[src/rtl/pwm_carrier_gen.sv]
// Programmable carrier (up-saw / down-saw / triangle) with prescaler and
// CHANNELS compare outputs; period, mode and compares reload at the update point.
//
// mode      | meaning
// ----------+---------------------------------------------------------------
// MODE_UP   | 0..top, wraps to 0 (update point), dir=1
// MODE_DN   | top..0, reloads top from 0 (update point), dir=0
// MODE_TRI  | 0..top..0, dir flips at top, arrival at 0 is the update point
// 3         | reserved, loaded as MODE_UP
module pwm_carrier_gen #(
   parameter int WIDTH     = 8,
   parameter int CHANNELS  = 2,
   parameter int PSC_WIDTH = 8
) (
   input  logic                         cclk,
   input  logic                         rstb,
   input  logic                         enable,
   input  logic [1:0]                   mode_in,
   input  logic [WIDTH-1:0]             top_in,
   input  logic [PSC_WIDTH-1:0]         psc_in,
   input  logic [CHANNELS*WIDTH-1:0]    cmp_in,
   output logic [WIDTH-1:0]             carrier,
   output logic                         dir,
   output logic                         evt_zero,
   output logic                         evt_top,
   output logic [CHANNELS-1:0]          pwm_out
);

   localparam logic [1:0]       MODE_UP  = 2'd0;
   localparam logic [1:0]       MODE_DN  = 2'd1;
   localparam logic [1:0]       MODE_TRI = 2'd2;
   localparam logic [WIDTH-1:0] C_ONE    = WIDTH'(1);

   logic [PSC_WIDTH-1:0]      psc_q, psc_d;
   logic [WIDTH-1:0]          carrier_q, carrier_d;
   logic                      dir_q, dir_d;
   logic                      evt_zero_q, evt_zero_d;
   logic                      evt_top_q, evt_top_d;
   logic [1:0]                mode_act_q, mode_act_d;
   logic [WIDTH-1:0]          top_act_q, top_act_d;
   logic [CHANNELS*WIDTH-1:0] cmp_act_q, cmp_act_d;
   logic [CHANNELS-1:0]       pwm_q, pwm_d;

   logic                      tick;
   logic                      update;
   logic [1:0]                mode_new;

   // >= rather than == so a live shrink of psc_in cannot strand the count
   assign tick     = enable && (psc_q >= psc_in);
   assign psc_d    = (!enable || tick) ? '0 : psc_q + 1'b1;
   assign mode_new = (mode_in == 2'd3) ? MODE_UP : mode_in;

   always_comb begin
      carrier_d  = carrier_q;
      dir_d      = dir_q;
      mode_act_d = mode_act_q;
      top_act_d  = top_act_q;
      cmp_act_d  = cmp_act_q;
      evt_zero_d = 1'b0;
      evt_top_d  = 1'b0;
      update     = 1'b0;

      if (!enable) begin
         mode_act_d = mode_new;
         top_act_d  = top_in;
         cmp_act_d  = cmp_in;
      end else if (tick) begin
         case (mode_act_q)
            MODE_DN: begin
               if (carrier_q == '0) begin
                  update = 1'b1;
               end else begin
                  carrier_d = carrier_q - C_ONE;
                  dir_d     = 1'b0;
               end
            end
            MODE_TRI: begin
               if (dir_q) begin
                  if (top_act_q == '0) begin
                     update = 1'b1;
                  end else if (carrier_q >= top_act_q - C_ONE) begin
                     carrier_d = top_act_q;
                     dir_d     = 1'b0;
                  end else begin
                     carrier_d = carrier_q + C_ONE;
                  end
               end else begin
                  if (carrier_q <= C_ONE) begin
                     update = 1'b1;
                  end else begin
                     carrier_d = carrier_q - C_ONE;
                  end
               end
            end
            default: begin
               if (carrier_q >= top_act_q) begin
                  update = 1'b1;
               end else begin
                  carrier_d = carrier_q + C_ONE;
                  dir_d     = 1'b1;
               end
            end
         endcase

         // Carrier restarts in the shape of the newly loaded mode
         if (update) begin
            mode_act_d = mode_new;
            top_act_d  = top_in;
            cmp_act_d  = cmp_in;
            carrier_d  = (mode_new == MODE_DN) ? top_in : '0;
            dir_d      = (mode_new != MODE_DN);
         end

         evt_zero_d = (carrier_d == '0);
         evt_top_d  = (carrier_d == top_act_d);
      end
   end

   always_comb begin
      pwm_d = '0;
      for (int i = 0; i < CHANNELS; i++) begin
         pwm_d[i] = (carrier_q < cmp_act_q[i*WIDTH +: WIDTH]);
      end
   end

   always_ff @(posedge cclk or negedge rstb) begin
      if (!rstb) begin
         psc_q      <= '0;
         carrier_q  <= '0;
         dir_q      <= 1'b1;
         evt_zero_q <= 1'b0;
         evt_top_q  <= 1'b0;
         mode_act_q <= MODE_UP;
         top_act_q  <= '1;
         cmp_act_q  <= '0;
         pwm_q      <= '0;
      end else begin
         psc_q      <= psc_d;
         carrier_q  <= carrier_d;
         dir_q      <= dir_d;
         evt_zero_q <= evt_zero_d;
         evt_top_q  <= evt_top_d;
         mode_act_q <= mode_act_d;
         top_act_q  <= top_act_d;
         cmp_act_q  <= cmp_act_d;
         pwm_q      <= pwm_d;
      end
   end

   assign carrier  = carrier_q;
   assign dir      = dir_q;
   assign evt_zero = evt_zero_q;
   assign evt_top  = evt_top_q;
   assign pwm_out  = pwm_q;

endmodule

[config.mk]
export PLATFORM = sky130hd
export DESIGN_NAME = pwm_carrier_gen
export DESIGN_NICKNAME = d
export VERILOG_FILES = /design/src/rtl/pwm_carrier_gen.sv
export SDC_FILE = /design/constraint.sdc
export NUM_CORES = 1
export LEC_CHECK = 0
export BUFFER_PORTS_ARGS = -buffer_cell sky130_fd_sc_hd__buf_2
export CORE_MARGIN = 1
export CORE_UTILIZATION = 55
export DETAILED_ROUTE_END_ITERATION = 16
export MAX_ROUTING_LAYER = met4
export PLACE_DENSITY = 0.84
export SKIP_CTS_REPAIR_TIMING = 1
export SYNTH_ARGS = -nofsm -noshare
export SYNTH_HDL_FRONTEND = slang
export SYNTH_SLANG_ARGS = --single-unit
[constraint.sdc]
create_clock -name cclk -period 5.1 [get_ports cclk]
set_clock_uncertainty 0.1 [all_clocks]
set_input_delay 0.255 -clock cclk [delete_from_list [all_inputs] [get_ports cclk]]
set_output_delay 0.255 -clock cclk [all_outputs]
set_load 0.02 [all_outputs]
== Word level (Yosys, flattened, before mapping) ==
Index checks and enable logic that the tools add are counted.

* Bits of input ports: 37
* Register bits: 47
* Output and inout port bits: 13
* Word-level logic and storage cells: 81

* Reductions and logical operators: 9
* Equal/unequal tests: 10
* Mux-type cells: 43
* Order comparisons: 6
* Add/sub/neg operators: 4

{| class="wikitable"
|+ Operators by type and width
! kind !! count
|-
| two-way mux 8 bit || 16
|-
| two-way mux 16 bit || 3
|-
| >= comparator 8 bit || 3
|-
| zero test 8 bit || 3
|-
| two-way mux 1 bit || 17
|-
| adder 8 x 1 -> 8 bit, second input constant || 2
|-
| less-than comparator 8 bit || 2
|-
| one-hot mux 8 bit (2 select lines) || 1
|-
| subtractor 8 x 1 -> 8 bit, second input constant || 2
|-
| == test 8 bit || 1
|-
| less-or-equal comparator 8 x 1 -> 1 bit, second input constant || 1
|-
| two-way mux 2 bit || 4
|-
| != test 2 x 1 -> 1 bit, second input constant || 3
|-
| == test 2 x 1 -> 1 bit, second input constant || 2
|-
| == test 2 bit, second input constant || 2
|-
| != test 4 x 1 -> 1 bit, second input constant || 1
|-
| one-hot mux 1 bit (2 select lines) || 2
|-
| AND reduction 2 bit || 2
|-
| AND reduction 4 bit || 1
|-
| != test 3 bit, second input constant || 1
|-
| logical AND 1 bit || 1
|-
| zero test 1 bit || 1
|-
| logical OR 1 bit || 1
|}

== Depth between registers and ports, before layout ==
* Word-level depth: 12
* Depth in mapped cells: 15
* Gate-level depth less buffers: 13

== Worst setup path after synthesis ==
Ideal clock, no wire load.

* Path type: reg2reg
* From: register carrier_q[0], in the netlist carrier[0]
* To: register evt_top_q, in the netlist evt_top
* Setup time: 0.080 ns
* Path slack: 1.343 ns
* Required time: 4.920 ns
* Stages on the path, launching flop included: 12
* Data arrival time: 3.576 ns
* Buffers on the path: 1
* Period minus slack after synthesis: 3.757 ns
* Cell sequence: dfrtp_1 -> clkbuf_1 -> inv_1 -> ha_1 -> nand2b_1 -> a2111oi_0 -> o31ai_1 -> mux2i_1 -> nor4_1 -> xor2_1 -> or4_1 -> nor3_2

* Cells in the longest elaborated chain, start to end: 12
* Elaborated cells on any way between the ends: 29
* Classes of those cells: add/sub (2); order compare (3); eq/ne (1); mux (22); reduce/logical (1)

{| class="wikitable"
|+ Ends and longest elaborated chain
! element !! RTL line !! source
|-
| start: declaration || 35 || <nowiki>logic [WIDTH-1:0] carrier_q, carrier_d;</nowiki>
|-
| start signal: assignment || 139 || <nowiki>carrier_q <= carrier_d;</nowiki>
|-
| less-or-equal comparator 8 x 1 -> 1 bit || 88 || <nowiki>if (carrier_q <= C_ONE) begin</nowiki>
|-
| two-way mux 1 bit || 88 ||
|-
| two-way mux 1 bit || 78 || <nowiki>if (dir_q) begin</nowiki>
|-
| one-hot mux 1 bit (2 select lines) || 68 || <nowiki>case (mode_act_q)</nowiki>
|-
| two-way mux 1 bit || 67 || <nowiki>end else if (tick) begin</nowiki>
|-
| two-way mux 1 bit || 63 || <nowiki>if (!enable) begin</nowiki>
|-
| two-way mux 8 bit || 106 || <nowiki>if (update) begin</nowiki>
|-
| two-way mux 8 bit || 67 ||
|-
| two-way mux 8 bit || 63 ||
|-
| == test 8 bit * || 115 || <nowiki>evt_top_d = (carrier_d == top_act_d);</nowiki>
|-
| two-way mux 1 bit * || 67 ||
|-
| two-way mux 1 bit * || 63 ||
|-
| named net evt_top_d || 38 || <nowiki>logic evt_top_q, evt_top_d;</nowiki>
|-
| end signal: assignment || 142 || <nowiki>evt_top_q <= evt_top_d;</nowiki>
|-
| end: declaration || 38 ||
|}

The timed path passes the listed nets; every way through them passes the cells marked *. The select of a mux whose other input is x is not followed.
A chain may end at the register's enable or synchronous reset.

== Worst setup path after layout ==
Ends and elaborated chain as after synthesis.

==> results.txt <==
- The run finished with clean final reports.
- Count of different cell masters after synthesis: 67
- The floorplan step defined a die boundary enclosing 7680 µm².
* Clock latency on the worst-skew pair: 0.30 ns
- Total number of clock tree sinks: 47
- Traced cell by cell, the critical path runs through inv_1, ha_1, nand2b_1, a2111oi_0, o31ai_1, buf_4, mux2i_1, nor4_1, xor2_1, or4_1, nor3_2.
- Along the worst path, the maximum fanout reaches 14.
* Global-route wire length before repair: 19200 µm
- Worst IR drop on VDD: 0.171 mV
* Max-slew violation count: 0
- Required time of the critical path: ~5.2 ns
* Net count after synthesis: 561
- The slowest stage of the critical path is the nor4_1 cell.
- For this run, the total global-route usage over all layers was measured as 0.342.
- After synthesis the cells add up to 4030 µm².
- Clock tree from TritonCTS: built
* Num CTS Buffers: 5
- The path class of the tightest hold or removal check is input pin to flip-flop.
- Drt total wl: 12000 µm
- The worst setup path is captured at a flip-flop.
- Most frequently used flop master after synthesis: dfrtp_1
* Number of storage elements in the synthesis netlist: between 40 and 50
- Proportion of register bits with asynchronous set or reset after synthesis: 1.00
- Final hold vios: 0
- Largest delay contributor family on the critical path: simple AND/OR/NAND/NOR gates
- In the routed layout, each cell is associated on average with a via count of 6.47.
- Yosys printed 0 warnings.
- Vias in the first global route: 3984
- The analysis attributes to cell leakage a power of 0.00214 µW.
- Worst path bufs/invs: 2
- Detailed-route DRC error count: 0
- Area of the core: 6940 µm²
- Tightest slew margin relative to the limit: 0.491
* Maximum number of pins on one net before global-route repair: 48
* Max Root-Sink Buffers: 2
* Final GP Congestion: a little over 1
- The number of antenna diodes in the final layout is 0.
- In the final layout, the share of cells above drive strength 1 is 0.183.
- Vert. Die Dim: 87.6 µm
- After detailed routing, the average wire length per cell comes to 19.3 µm.
* RSZ-0062 raised after global routing: no
* CTS root buf: clkbuf_8
- Number of routed nets with antenna violations: 0
- From left edge to right edge, the die measures ~88 µm.
- The largest single stage delay on the critical path is 0.67 ns.
* Setup tns final: 0 ns
- The floorplan has 30 rows.
- For this run, the number of standard cells in the final layout without fillers is 621.
- # placed instances: 612
* Final Power: between 1500 and 2000 µW
* Effective utilization at floorplan: 0.581
* Endpoints failing setup: 0
- The worst setup path is of the flip-flop to flip-flop kind.
* Number of levels in the clock H-tree: 2
- Worst path arrival time: 4.31 ns
- Before antenna repair, the detailed router went through 5 iterations.
- Number of DRC markers after the initial detailed-route iteration: 472
- Startpoint type of the worst setup path: flip-flop
- Static timing analysis puts the maximum clock frequency at 239 MHz.
- Max-cap violations in this run came to 0.
* Count of vias placed by the detailed router: 4017
* Mean post-synth cell area: around 8.4 µm²
* # port buffers: 49
- PwrDens: 338 nW/µm²
* Overall overflow remaining after global route: 0
- For this design the top-level I/O count stands at 50.
* Clock input transition at the sequential cells of the worst setup and hold paths: 0.09 ns
* Relative area change from synthesis to final layout: 10.9%
- Antenna violations before repair: 0
- Part of the Yosys area used for sequential elements: 0.294
* Mapped Cells: 479
- Number of synthesized flops with an enable pin: 0
- Subtracting the final worst setup slack from the clock period gives approximately 4.2 ns.
- Detailed placement ended at an HPWL of 8890 µm.
* Number of nets at the end of the flow: 606
- Part of the cycle the worst path needs: 0.820
* Worst Max-Slew Pin Slew: 0.756 ns
==> power breakdown <==
part / total [µW] / internal (µW) / switching, µW
Combinational: 761 / 298 / 463
Sequential: 523 / 421 / 102
Clock: 228 / 96.2 / 132
==> logic make-up (layout without fill, tap and decap cells) <==
logic type      Yosys count  count (layout)  share of synthesized area
simple gates            162             162                      0.205
mux                      10              10                     0.0270
fa+ha+maj                45              45                      0.140
xor+xnor                 17              17                     0.0369
flops                    47              47                      0.294
compound gates          140             140                      0.239
buf+inv                  58             104                     0.0580
==> cells in the mapped netlist, types with 3 or more instances <==
master | n | share of area
mux2_2 | 7 | 0.020
nand2b_1 | 7 | 0.011
nor3b_1 | 3 | 0.0056
nand3b_1 | 3 | 0.0056
nand2_1 | 53 | 0.049
a31oi_1 | 5 | 0.0078
a211o_1 | 3 | 0.0065
o211ai_1 | 4 | 0.0074
inv_1 | 38 | 0.035
nor4_1 | 9 | 0.014
nor3_1 | 15 | 0.019
o311ai_0 | 3 | 0.0065
nor2b_1 | 3 | 0.0047
nor2_1 | 25 | 0.023
dfstp_2 | 9 | 0.059
mux2i_1 | 3 | 0.0074
clkbuf_1 | 14 | 0.013
o21ai_0 | 37 | 0.046
a21oi_1 | 23 | 0.029
o21a_1 | 6 | 0.011
xnor2_1 | 9 | 0.020
o32ai_1 | 3 | 0.0065
nand3_1 | 15 | 0.019
a221oi_1 | 3 | 0.0065
a21o_1 | 19 | 0.035
xor2_1 | 8 | 0.017
ha_1 | 45 | 0.14
a211oi_1 | 8 | 0.015
dfrtp_1 | 38 | 0.24
or2_2 | 3 | 0.0047
and4_1 | 3 | 0.0065
nand4_1 | 3 | 0.0047
buf_2 | 4 | 0.0050
and3_1 | 7 | 0.011
==> layout by cell type (no fill, tap or decap), types with 3 or more instances in the layout <==
master | Yosys | final
nor3b_1 | 3 | 3
nand3_1 | 15 | 15
a221oi_1 | 3 | 3
nor4_1 | 9 | 9
or2_2 | 3 | 3
dfrtp_1 | 38 | 38
nor3_1 | 15 | 15
nand2_1 | 53 | 53
nor2b_1 | 3 | 3
o311ai_0 | 3 | 3
inv_1 | 38 | 38
buf_2 | 4 | 49
o21a_1 | 6 | 6
and3_1 | 7 | 7
clkbuf_8 | 0 | 5
o21ai_0 | 37 | 36
a211o_1 | 3 | 3
o211ai_1 | 4 | 4
xnor2_1 | 9 | 9
nor2_1 | 25 | 25
xor2_1 | 8 | 8
mux2i_1 | 3 | 3
a21o_1 | 19 | 19
a211oi_1 | 8 | 8
o32ai_1 | 3 | 3
nand4_1 | 3 | 3
a31oi_1 | 5 | 5
a21oi_1 | 23 | 23
mux2_2 | 7 | 7
buf_4 | 1 | 8
dfstp_2 | 9 | 9
and4_1 | 3 | 3
nand2b_1 | 7 | 7
ha_1 | 45 | 45
nand3b_1 | 3 | 3
==> flip-flops by register name, summed over array words and instances, names as in the netlist <==
name        count
psc_q           8
carrier         8
evt_zero        1
pwm_out         2
top_act_q       8
evt_top         1
cmp_act_q      16
dir             1
mode_act_q      2
==> per-stage QoR <==
step           hold slack (ns)  setup slack [ns]  utilization  area, µm²
2_1_floorplan           -0.141              1.34            -       4030
3_3_place_gp             0.280              1.16        0.631       4380
3_5_place_dp             0.289              1.04        0.631       4380
4_1_cts                -0.0338              1.00        0.643       4460
5_1_grt                 0.0560             0.518        0.644       4470
6_report                0.0481             0.918        0.644       4470
==> tightest hold or removal path: cells and delay by family <==
kind	cells	cell delay, ns
buffers and inverters	1	0.07
AOI/OAI and AO/OA	1	0.06
and+or+nand+nor	1	0.03
==> path summary, 6_finish.rpt <==
check | from | to | slack, ns | cells past startpoint
min reg2reg | cmp_act_q[14] | cmp_act_q[14] | 0.44 | 2
min in group asynchronous | rstb | carrier[2] | 0.46 | 3
max in group asynchronous | rstb | cmp_act_q[6] | 4.00 | 3
max reg2reg | carrier[0] | evt_top | 0.92 | 11
min | cmp_in[4] | cmp_act_q[4] | 0.05 | 3
max | carrier[0] | evt_top | 0.92 | 11
==> metal layers <==
| layer | wire length [µm] | vias up | share of wire | track usage |
|---|---|---|---|---|
| met5 | 0 | - | 0 | - |
| met4 | 491 | 0 | 0.041 | 0.142 |
| met3 | 1250 | 54 | 0.10 | 0.0886 |
| met2 | 5290 | 238 | 0.44 | 0.514 |
| met1 | 4950 | 1888 | 0.41 | 0.437 |
| li1 | - | 1837 | - | - |
==> layout make-up <==
class	instances	area, µm²
Sequential cell	47	1190
Clock buffer	6	72.6
Inverter	38	143
Timing Repair Buffer	58	315
Clock inverter	2	12.5
Fill cell	619	2470
Multi-Input combinational cell	374	2620
Tap cell	96	120
Note: power is estimated with default switching activity, not from simulation.
